`config.mk`:
```
export PLATFORM = sky130hd
export DESIGN_NAME = rv32_mod_bus_arbiter
export DESIGN_NICKNAME = d
export VERILOG_FILES = /design/src/rtl/rv32_pkg.sv /design/src/rtl/rv32_mod_arb_timeout.sv /design/src/rtl/rv32_mod_bus_arbiter.sv
export SDC_FILE = /design/constraint.sdc
export NUM_CORES = 1
export LEC_CHECK = 0
export CAP_MARGIN = 30
export CORE_AREA = 2 2 107 109
export DETAILED_ROUTE_END_ITERATION = 10
export DIE_AREA = 0 0 109 111
export GPL_ROUTABILITY_DRIVEN = 0
export PLACE_DENSITY = 0.7
export REMOVE_ABC_BUFFERS = 1
export SLEW_MARGIN = 20
export SYNTH_ARGS = -nofsm -noshare
export SYNTH_HDL_FRONTEND = slang
export SYNTH_SLANG_ARGS = --single-unit
```
`constraint.sdc`:
```
create_clock -name clk -period 2.3 [get_ports clk]
set_clock_uncertainty 0.2 [all_clocks]
set_input_delay 0.46 -clock clk [delete_from_list [all_inputs] [get_ports clk]]
set_output_delay 0.46 -clock clk [all_outputs]
set_load 0.005 [all_outputs]
```
`src/rtl/rv32_pkg.sv`:
```
// Shared types for the rv32imc_ss memory-side blocks.
// Arbiter state encoding, bus command bundle and defaults.
package rv32_pkg;

    typedef enum logic [1:0] {
        ARB_IDLE,
        ARB_INSTR,
        ARB_DATA
    } arb_state_t;

    localparam int unsigned ARB_TIMEOUT_DEFAULT = 255;

    typedef struct packed {
        logic        req;
        logic        wr;
        logic [3:0]  be;
        logic [31:0] addr;
        logic [31:0] data;
    } bus_cmd_t;

    localparam bus_cmd_t BUS_CMD_IDLE = '0;

endpackage

```
`src/rtl/rv32_mod_arb_timeout.sv`:
```
// Bus watchdog for the fetch/LSU arbiter.
// Counts busy cycles without a bus response; expired marks the last one.
module rv32_mod_arb_timeout
    import rv32_pkg::*;
#(
    parameter int unsigned TIMEOUT_CYCLES = ARB_TIMEOUT_DEFAULT
) (
    input  logic clk,
    input  logic reset,
    input  logic clear,
    input  logic run,
    output logic expired
);

    localparam int unsigned CW = $clog2(TIMEOUT_CYCLES + 1);
    localparam logic [CW-1:0] LIMIT = CW'(TIMEOUT_CYCLES - 1);

    logic [CW-1:0] cnt;

    // The cycle whose increment would reach the limit is the expiring one
    assign expired = run & (cnt == LIMIT);

    // Cycle counter, restarted on every grant or state change
    always_ff @(posedge clk) begin
        if (reset || clear) begin
            cnt <= '0;
        end else if (run && !expired) begin
            cnt <= cnt + 1'b1;
        end
    end

endmodule

```
`src/rtl/rv32_mod_bus_arbiter.sv`:
```
// Fetch/LSU arbiter for the single external memory bus.
// Optional bus watchdog enabled by defining RV32_ARB_TIMEOUT_EN.
module rv32_mod_bus_arbiter
    import rv32_pkg::*;
#(
    parameter int unsigned TIMEOUT_CYCLES = ARB_TIMEOUT_DEFAULT
) (
    input  logic        clk,
    input  logic        reset,
    input  logic        instr_req,
    input  logic [31:0] instr_addr,
    output logic [31:0] instr_data_o,
    output logic        instr_ack,
    output logic        instr_err,
    input  logic        data_req,
    input  logic        data_wr,
    input  logic [3:0]  data_be,
    input  logic [31:0] data_addr,
    input  logic [31:0] data_data_i,
    output logic [31:0] data_data_o,
    output logic        data_ack,
    output logic        data_err,
    output logic        bus_req,
    output logic        bus_wr,
    output logic [3:0]  bus_be,
    output logic [31:0] bus_addr,
    output logic [31:0] bus_data_o,
    input  logic [31:0] bus_data_i,
    input  logic        bus_ack,
    input  logic        bus_err,
    output logic        busy
);

    arb_state_t state;
    arb_state_t state_d;
    logic       last;
    logic       last_d;
    logic       in_instr;
    logic       in_data;
    logic       tmo_expired;
    logic       rsp_err;
    logic       rsp_ack;
    logic       done;
    bus_cmd_t   cmd;

    assign in_instr = (state == ARB_INSTR);
    assign in_data  = (state == ARB_DATA);
    assign busy     = in_instr | in_data;

    // Error wins when ack and err coincide
    assign rsp_err = bus_err | tmo_expired;
    assign rsp_ack = bus_ack & ~rsp_err;
    assign done    = busy & (bus_ack | rsp_err);

`ifdef RV32_ARB_TIMEOUT_EN
    logic tmo_clear;
    logic tmo_run;

    assign tmo_clear = (state_d != state);
    assign tmo_run   = busy & ~bus_ack & ~bus_err;

    rv32_mod_arb_timeout #(
        .TIMEOUT_CYCLES(TIMEOUT_CYCLES)
    ) u_timeout (
        .clk    (clk),
        .reset  (reset),
        .clear  (tmo_clear),
        .run    (tmo_run),
        .expired(tmo_expired)
    );
`else
    // Without the watchdog a grant only ends on ack, err or abort
    assign tmo_expired = (TIMEOUT_CYCLES == 0) & 1'b0;
`endif

    // Next grant: alternate on ties, hand over directly on completion
    always_comb begin
        state_d = state;
        last_d  = last;
        unique case (state)
            ARB_IDLE: begin
                if (instr_req && data_req) begin
                    state_d = last ? ARB_INSTR : ARB_DATA;
                end else if (instr_req) begin
                    state_d = ARB_INSTR;
                end else if (data_req) begin
                    state_d = ARB_DATA;
                end
            end
            ARB_INSTR: begin
                if (done) begin
                    last_d  = 1'b0;
                    state_d = data_req ? ARB_DATA : ARB_IDLE;
                end else if (!instr_req) begin
                    state_d = ARB_IDLE;
                end
            end
            ARB_DATA: begin
                if (done) begin
                    last_d  = 1'b1;
                    state_d = instr_req ? ARB_INSTR : ARB_IDLE;
                end else if (!data_req) begin
                    state_d = ARB_IDLE;
                end
            end
            default: begin
                state_d = ARB_IDLE;
            end
        endcase
    end

    // Grant state and priority bit; instr wins the first tie
    always_ff @(posedge clk) begin
        if (reset) begin
            state <= ARB_IDLE;
            last  <= 1'b1;
        end else begin
            state <= state_d;
            last  <= last_d;
        end
    end

    // Route the granted port onto the bus
    always_comb begin
        cmd = BUS_CMD_IDLE;
        unique case (1'b1)
            in_instr: begin
                cmd.req  = instr_req;
                cmd.wr   = 1'b0;
                cmd.be   = 4'hF;
                cmd.addr = instr_addr;
                cmd.data = 32'h0;
            end
            in_data: begin
                cmd.req  = data_req;
                cmd.wr   = data_wr;
                cmd.be   = data_be;
                cmd.addr = data_addr;
                cmd.data = data_data_i;
            end
            default: begin
                cmd = BUS_CMD_IDLE;
            end
        endcase
    end

    assign bus_req    = cmd.req;
    assign bus_wr     = cmd.wr;
    assign bus_be     = cmd.be;
    assign bus_addr   = cmd.addr;
    assign bus_data_o = cmd.data;

    assign instr_data_o = bus_data_i;
    assign data_data_o  = bus_data_i;

    assign instr_ack = in_instr & rsp_ack;
    assign instr_err = in_instr & rsp_err;
    assign data_ack  = in_data & rsp_ack;
    assign data_err  = in_data & rsp_err;

endmodule
```
==> results of run 1 <==
[power breakdown]
part / switching [W] / internal, W
combinational: 0.000695 / 0.00118
clock: 0.0000483 / 0.000229
sequential: 0.0000188 / 0.0000744
[flip-flops by register name, summed over array words and instances (netlist names)]
signal  count
state       2
last        1
[kinds of logic (layout without fill, tap and decap cells)]
kind of cell | count (synthesis) | after routing | synth area share [%]
buf+inv | 83 | 225 | 37.1
simple gates | 82 | 82 | 30.8
compound gates | 48 | 48 | 25.5
fa+ha+maj | 4 | 4 | 3.01
flops | 3 | 3 | 3.61
other cells | 0 | 1 | 0
[layout make-up]
cell class / count / share of cell area (%)
sequential: 3 / 1.80
antenna: 1 / 0.0668
inverter: 3 / 0.368
multi-input combinational: 134 / 28.0
clock buffer: 4 / 2.11
tap: 143 / 4.78
timing repair buffer: 218 / 62.8
[cell usage after synthesis (all sizes together)]
library cell	count
buf	75
a22oi	33
nand2b	2
nand2	3
a32oi	1
nor3b	1
nor2	2
and2	35
o2bb2ai	2
o22ai	1
clkbuf	5
inv	3
a21o	2
o21ai	1
nor2b	38
o21a	1
a21oi	6
dfxtp	3
a21boi	1
and3b	1
ha	4
[what timing repair did]
action                                  4_1_cts  5_1_grt
setup buffers                                 4       12
pin swaps                                     1        3
endpoints found under the hold margin         0        0
gates cloned                                  5        4
endpoints found under the setup margin       75       57
resized for setup                            71       80
[worst min-delay path, cell delays in order, from the launching register on]
cell	delay (ns)
dfxtp_1	0.35
o22ai_1	0.11
nand2b_1	0.07
[per-stage QoR]
step           util, %  area [um2]
2_1_floorplan        -        1060
3_3_place_gp      28.9        3200
3_5_place_dp      28.9        3200
4_1_cts           31.6        3500
5_1_grt           33.8        3740
6_report          33.8        3740
[metal layers]
metal	up-vias	track usage [%]	share of wire, %
met3	8	11.7	18
met4	4	1.79	0.78
met5	-	7.59	1.1
met1	993	16.0	39
li1	959	-	-
met2	221	21.2	41
[final timing paths]
path / start / endpoint / slack [ns]
max reg2reg: state[0] / state[1] / 0.30
min reg2reg: last / last / 0.36
max: state[0] / bus_req / 0.008
min: last / last / 0.36
==> results_dict.tcl, run 1 <==
set metrics [dict create \
    outcome "finished clean" \
    yosys_warnings 0 \
    rr_worst_depth 10 \
    fin_crit_ns 2.29 \
    min_path_cells 2 \
    drive_gt1_share_pct 24.3 \
    startpoint_type "flop" \
    worstMarginPinSlew_ns 0.205 \
    crit_top_cell "buf_4" \
    final_cell_mix "105 x clkdlybuf4s50_1, 36 x dlymetal6s2s_1, 35 x nor2b_1, 32 x and2_1" \
    worstPathArrival_ns 1.63 \
    dpl_worst_slack_ns -0.0974 \
    slew_viol_final 0 \
    timing.final.ws_setup_ns 0.00755 \
    synth.area.top_cells "buf_4 30%, nor2b_1 14%, and2_1 13%" \
    drtPass1Iterations 4 \
    syn2layout_area_growth_pct 125 \
    drc_errors 0 \
    hp-class "reg2reg" \
    synth_top_area_share_pct 29.8 \
    maxCapViolCount 0 \
    final_cells 506 \
    cts_root_buf "clkbuf_16" \
    yosys.area.top_type "buf_4" \
    grt_pass1_wl_um 12800 \
    worstSetupPathType "reg2out" \
    relSlewSlack_pct 86.3 \
    final_antenna_net_count 0 \
    dp_cells 476 \
    fmax_ghz 0.436 \
    rsz0062_at_grt "true" \
    place_hpwl_um 7020 \
    period_share_pct 99.7 \
    wl_um 10100 \
    syn_area_per_cell_um2 7.55 \
    tns_ns 0 \
    grt_pass1_vias 2108 \
    setup_viol 0 \
    cp_slowest_stage_delay_ns 0.35 \
    ctsHoldBuffers 0 \
    yosysSeqAreaShare_pct 3.61 \
    clkLatencyLatePin_ns 0.22 \
    start_util_pct 15.0 \
    syn_area_um2 1660 \
    crit_fanout 6 \
    grt_usage_pct 14.4 \
    path_buf_inv 5 \
    tritoncts "done" \
    drt-initial-drc-count 81 \
    cts.sinks 3 \
    die_h_um 111 \
    leakage_nw 2.06 \
    core_um2 11100 \
    wire_per_inst_um 19.9 \
    port_buffers 181 \
    grt_max_degree 31 \
    cts_buffers 3 \
    clk_pin_slew_ns 0.03 \
    final_common_cell "clkdlybuf4s50_1" \
    nFillCells 1144 \
    finalPower_w 0.00224 \
    nets 506 \
    worstPathRequired_ns 1.64 \
    holdWs_ns 0.359 \
    hold_viol_final 0 \
    worst-path-stages 8 \
    netlist_instances 220 \
    multiInputGateArea_um2 1050 \
    cts_buffer_depth 2 \
    die_x_um 109 \
    crit_chain "inv_4, ha_4, clkbuf_16, buf_4, buf_4, a22oi_4, nor2b_1, dlymetal6s2s_1" \
    ys_types 29 \
    crit_family "buffers and inverters" \
    irDropWorstVdd_uv 376 \
    grt_antenna_before_repair 1 \
    seq_area_um2 67.6 \
    io_pins 278 \
    dieArea_um2 12100 \
    critPathSlowestCell "dfxtp_4" \
    overflow 0 \
    vias 2185 \
    row_count 39 \
    ys_ff_latch 3 \
    endpoint_kind "output pin" \
    power_per_cell_area_nw_per_um2 599 \
    htreeDepth 1 \
    viasPerCell 4.32 \
]
(Power assumes the default switching activity.)
==> inputs of run 2 (changes only) <==
CORE_AREA = not set   (was 2 2 107 109)
CORE_MARGIN = 10   (was not set)
CORE_UTILIZATION = 22   (was not set)
DIE_AREA = not set   (was 0 0 109 111)
PLACE_DENSITY = 0.92   (was 0.7)
SKIP_CTS_REPAIR_TIMING = 1   (was not set)
==> run 2 against run 1 <==
Compared with the run above:
- power decreased by 16%
- fmax increased by 2.2%
- setup slack improved by 0.050 ns
- global-route usage increased by 3.0 points
- wire length increased by 19%
- count of clock-buffer cells in the layout unchanged
- sequential power increased by 0.4%
- first-iteration DRC count decreased by 22%
- sequential cell count unchanged
- register-to-register slack improved by 0.25 ns
==> results_dict.tcl, run 2 (synthesis gave the netlist of run 1 again) <==
set metrics [dict create \
    outcome "finished clean" \
    maxCapViolCount 0 \
    endpoint_kind "output pin" \
    final_cell_mix "106 x clkdlybuf4s50_1, 75 x dlymetal6s2s_1, 35 x nor2b_1, 35 x and2_1, 22 x a22oi_1" \
    drive_gt1_share_pct 16.0 \
    nFillCells 670 \
    regMostFlops "state" \
    place_hpwl_um 9850 \
    irDropWorstVdd_uv 308 \
    wl_um 12000 \
    overflow 0 \
    viasPerCell 4.65 \
    dieArea_um2 11400 \
    worst-path-stages 5 \
    cts_buffers 3 \
    r2r_start "state[0]" \
    worstPathArrival_ns 1.58 \
    cts_root_buf "clkbuf_8" \
    start_util_pct 22.8 \
    fin_crit_ns 2.24 \
    hp-class "reg2reg" \
    holdWs_ns 0.323 \
    power_per_cell_area_nw_per_um2 514 \
    design_area_um2 3640 \
    min_path_cells 2 \
    crit_family "buffers and inverters" \
    die_h_um 107 \
    r2r_end "state[1]" \
    n_antenna_cell 0 \
    fin_util_pct 50.0 \
    setup_viol 0 \
    final_common_cell "clkdlybuf4s50_1" \
    htreeDepth 1 \
    reg_top3 "state: 2 flops, last: 1 flops" \
    core_um2 7290 \
    worstMarginPinSlew_ns 0.202 \
    crit_chain "inv_2, ha_4, buf_4, and2_1, clkdlybuf4s50_1" \
    crit_fanout 6 \
    worstSetupPathType "reg2out" \
    drc_errors 0 \
    tritoncts "done" \
    hold_end "last" \
    row_count 31 \
    placed_area_um2 3160 \
    cts_buffer_depth 2 \
    finalPower_w 0.00187 \
    worstPathRequired_ns 1.64 \
    die_x_um 107 \
    path_buf_inv 3 \
    hold_start "last" \
    grt_max_degree 49 \
    hold_viol_final 0 \
    grt_antenna_before_repair 0 \
    vias 2117 \
    fmax_ghz 0.446 \
    final_antenna_net_count 0 \
    slew_viol_final 0 \
    grt_pass1_vias 2105 \
    nets 500 \
    clk_pin_slew_ns 0.03 \
    grt_pass1_wl_um 14800 \
    leakage_nw 2.56 \
    drt-initial-drc-count 63 \
    cts.sinks 3 \
    cp_slowest_stage_delay_ns 0.51 \
    wire_per_inst_um 26.4 \
    io_pins 278 \
    regToRegSetupSlack_ns 0.55 \
    syn2layout_area_growth_pct 119 \
    relSlewSlack_pct 86.5 \
    port_buffers 181 \
    critPathSlowestCell "clkdlybuf4s50_1" \
    startpoint_type "flop" \
    final_cells 455 \
    drtPass1Iterations 4 \
    dp_cells 434 \
    rr_worst_depth 8 \
    grt_usage_pct 17.4 \
    clkLatencyLatePin_ns 0.21 \
    period_share_pct 97.5 \
    largest_reg_flops 2 \
]
-- run 2: power breakdown --
| part | switching, W | internal [W] | total, W |
|---|---|---|---|
| clock network | 0.0000294 | 0.000118 | 0.000147 |
| logic | 0.000616 | 0.00102 | 0.00163 |
| registers | 0.0000191 | 0.0000745 | 0.0000936 |
-- run 2: worst register-to-register path, stage by stage (launching register included) --
cell and delay (ns):
dfxtp_4 0.36, inv_2 0.07, ha_4 0.19, buf_12 0.16, a22oi_4 0.18, buf_4 0.15
o2bb2ai_2 0.05, nor2b_4 0.12, a21o_1 0.17
-- run 2: through the flow --
| stage | setup slack [ns] | TNS (ns) |
|---|---|---|
| 2_1_floorplan | -0.447 | -26.57 |
| 3_3_place_gp | -0.111 | -0.497 |
| 3_5_place_dp | -0.0976 | -1.28 |
| 4_1_cts | -0.296 | -14.48 |
| 5_1_grt | -0.00686 | -0.00686 |
| 6_report | 0.0571 | 0 |
-- run 2: how the worst max path moves through the flow --
stage	to	startpoint	slack, ns
final	data_err	state[0]	0.06
after global routing	bus_addr[28]	state[0]	-0.007
after CTS	bus_addr[20]	state[0]	-0.30
after detailed placement	bus_addr[25]	data_addr[25]	-0.1
after global placement	bus_addr[25]	data_addr[25]	-0.11
after floorplan	bus_addr[0]	state[0]	-0.45
-- run 2: layout make-up --
type	count	area [um2]	area share (%)
Sequential cell	3	67.6	1.85
Timing Repair Buffer	212	2370	65.0
Multi-Input combinational cell	134	1030	28.2
Clock buffer	4	45.0	1.24
Tap cell	99	124	3.40
Inverter	3	11.3	0.309
-- run 2: routing by layer --
layer / vias up / GRT usage [%] / part of all wire, %
met5: - / 10.7 / 1.2
met3: 6 / 19.6 / 20
met2: 239 / 27.7 / 46
met1: 925 / 14.6 / 33
met4: 4 / 0.774 / 0.17
li1: 943 / - / -
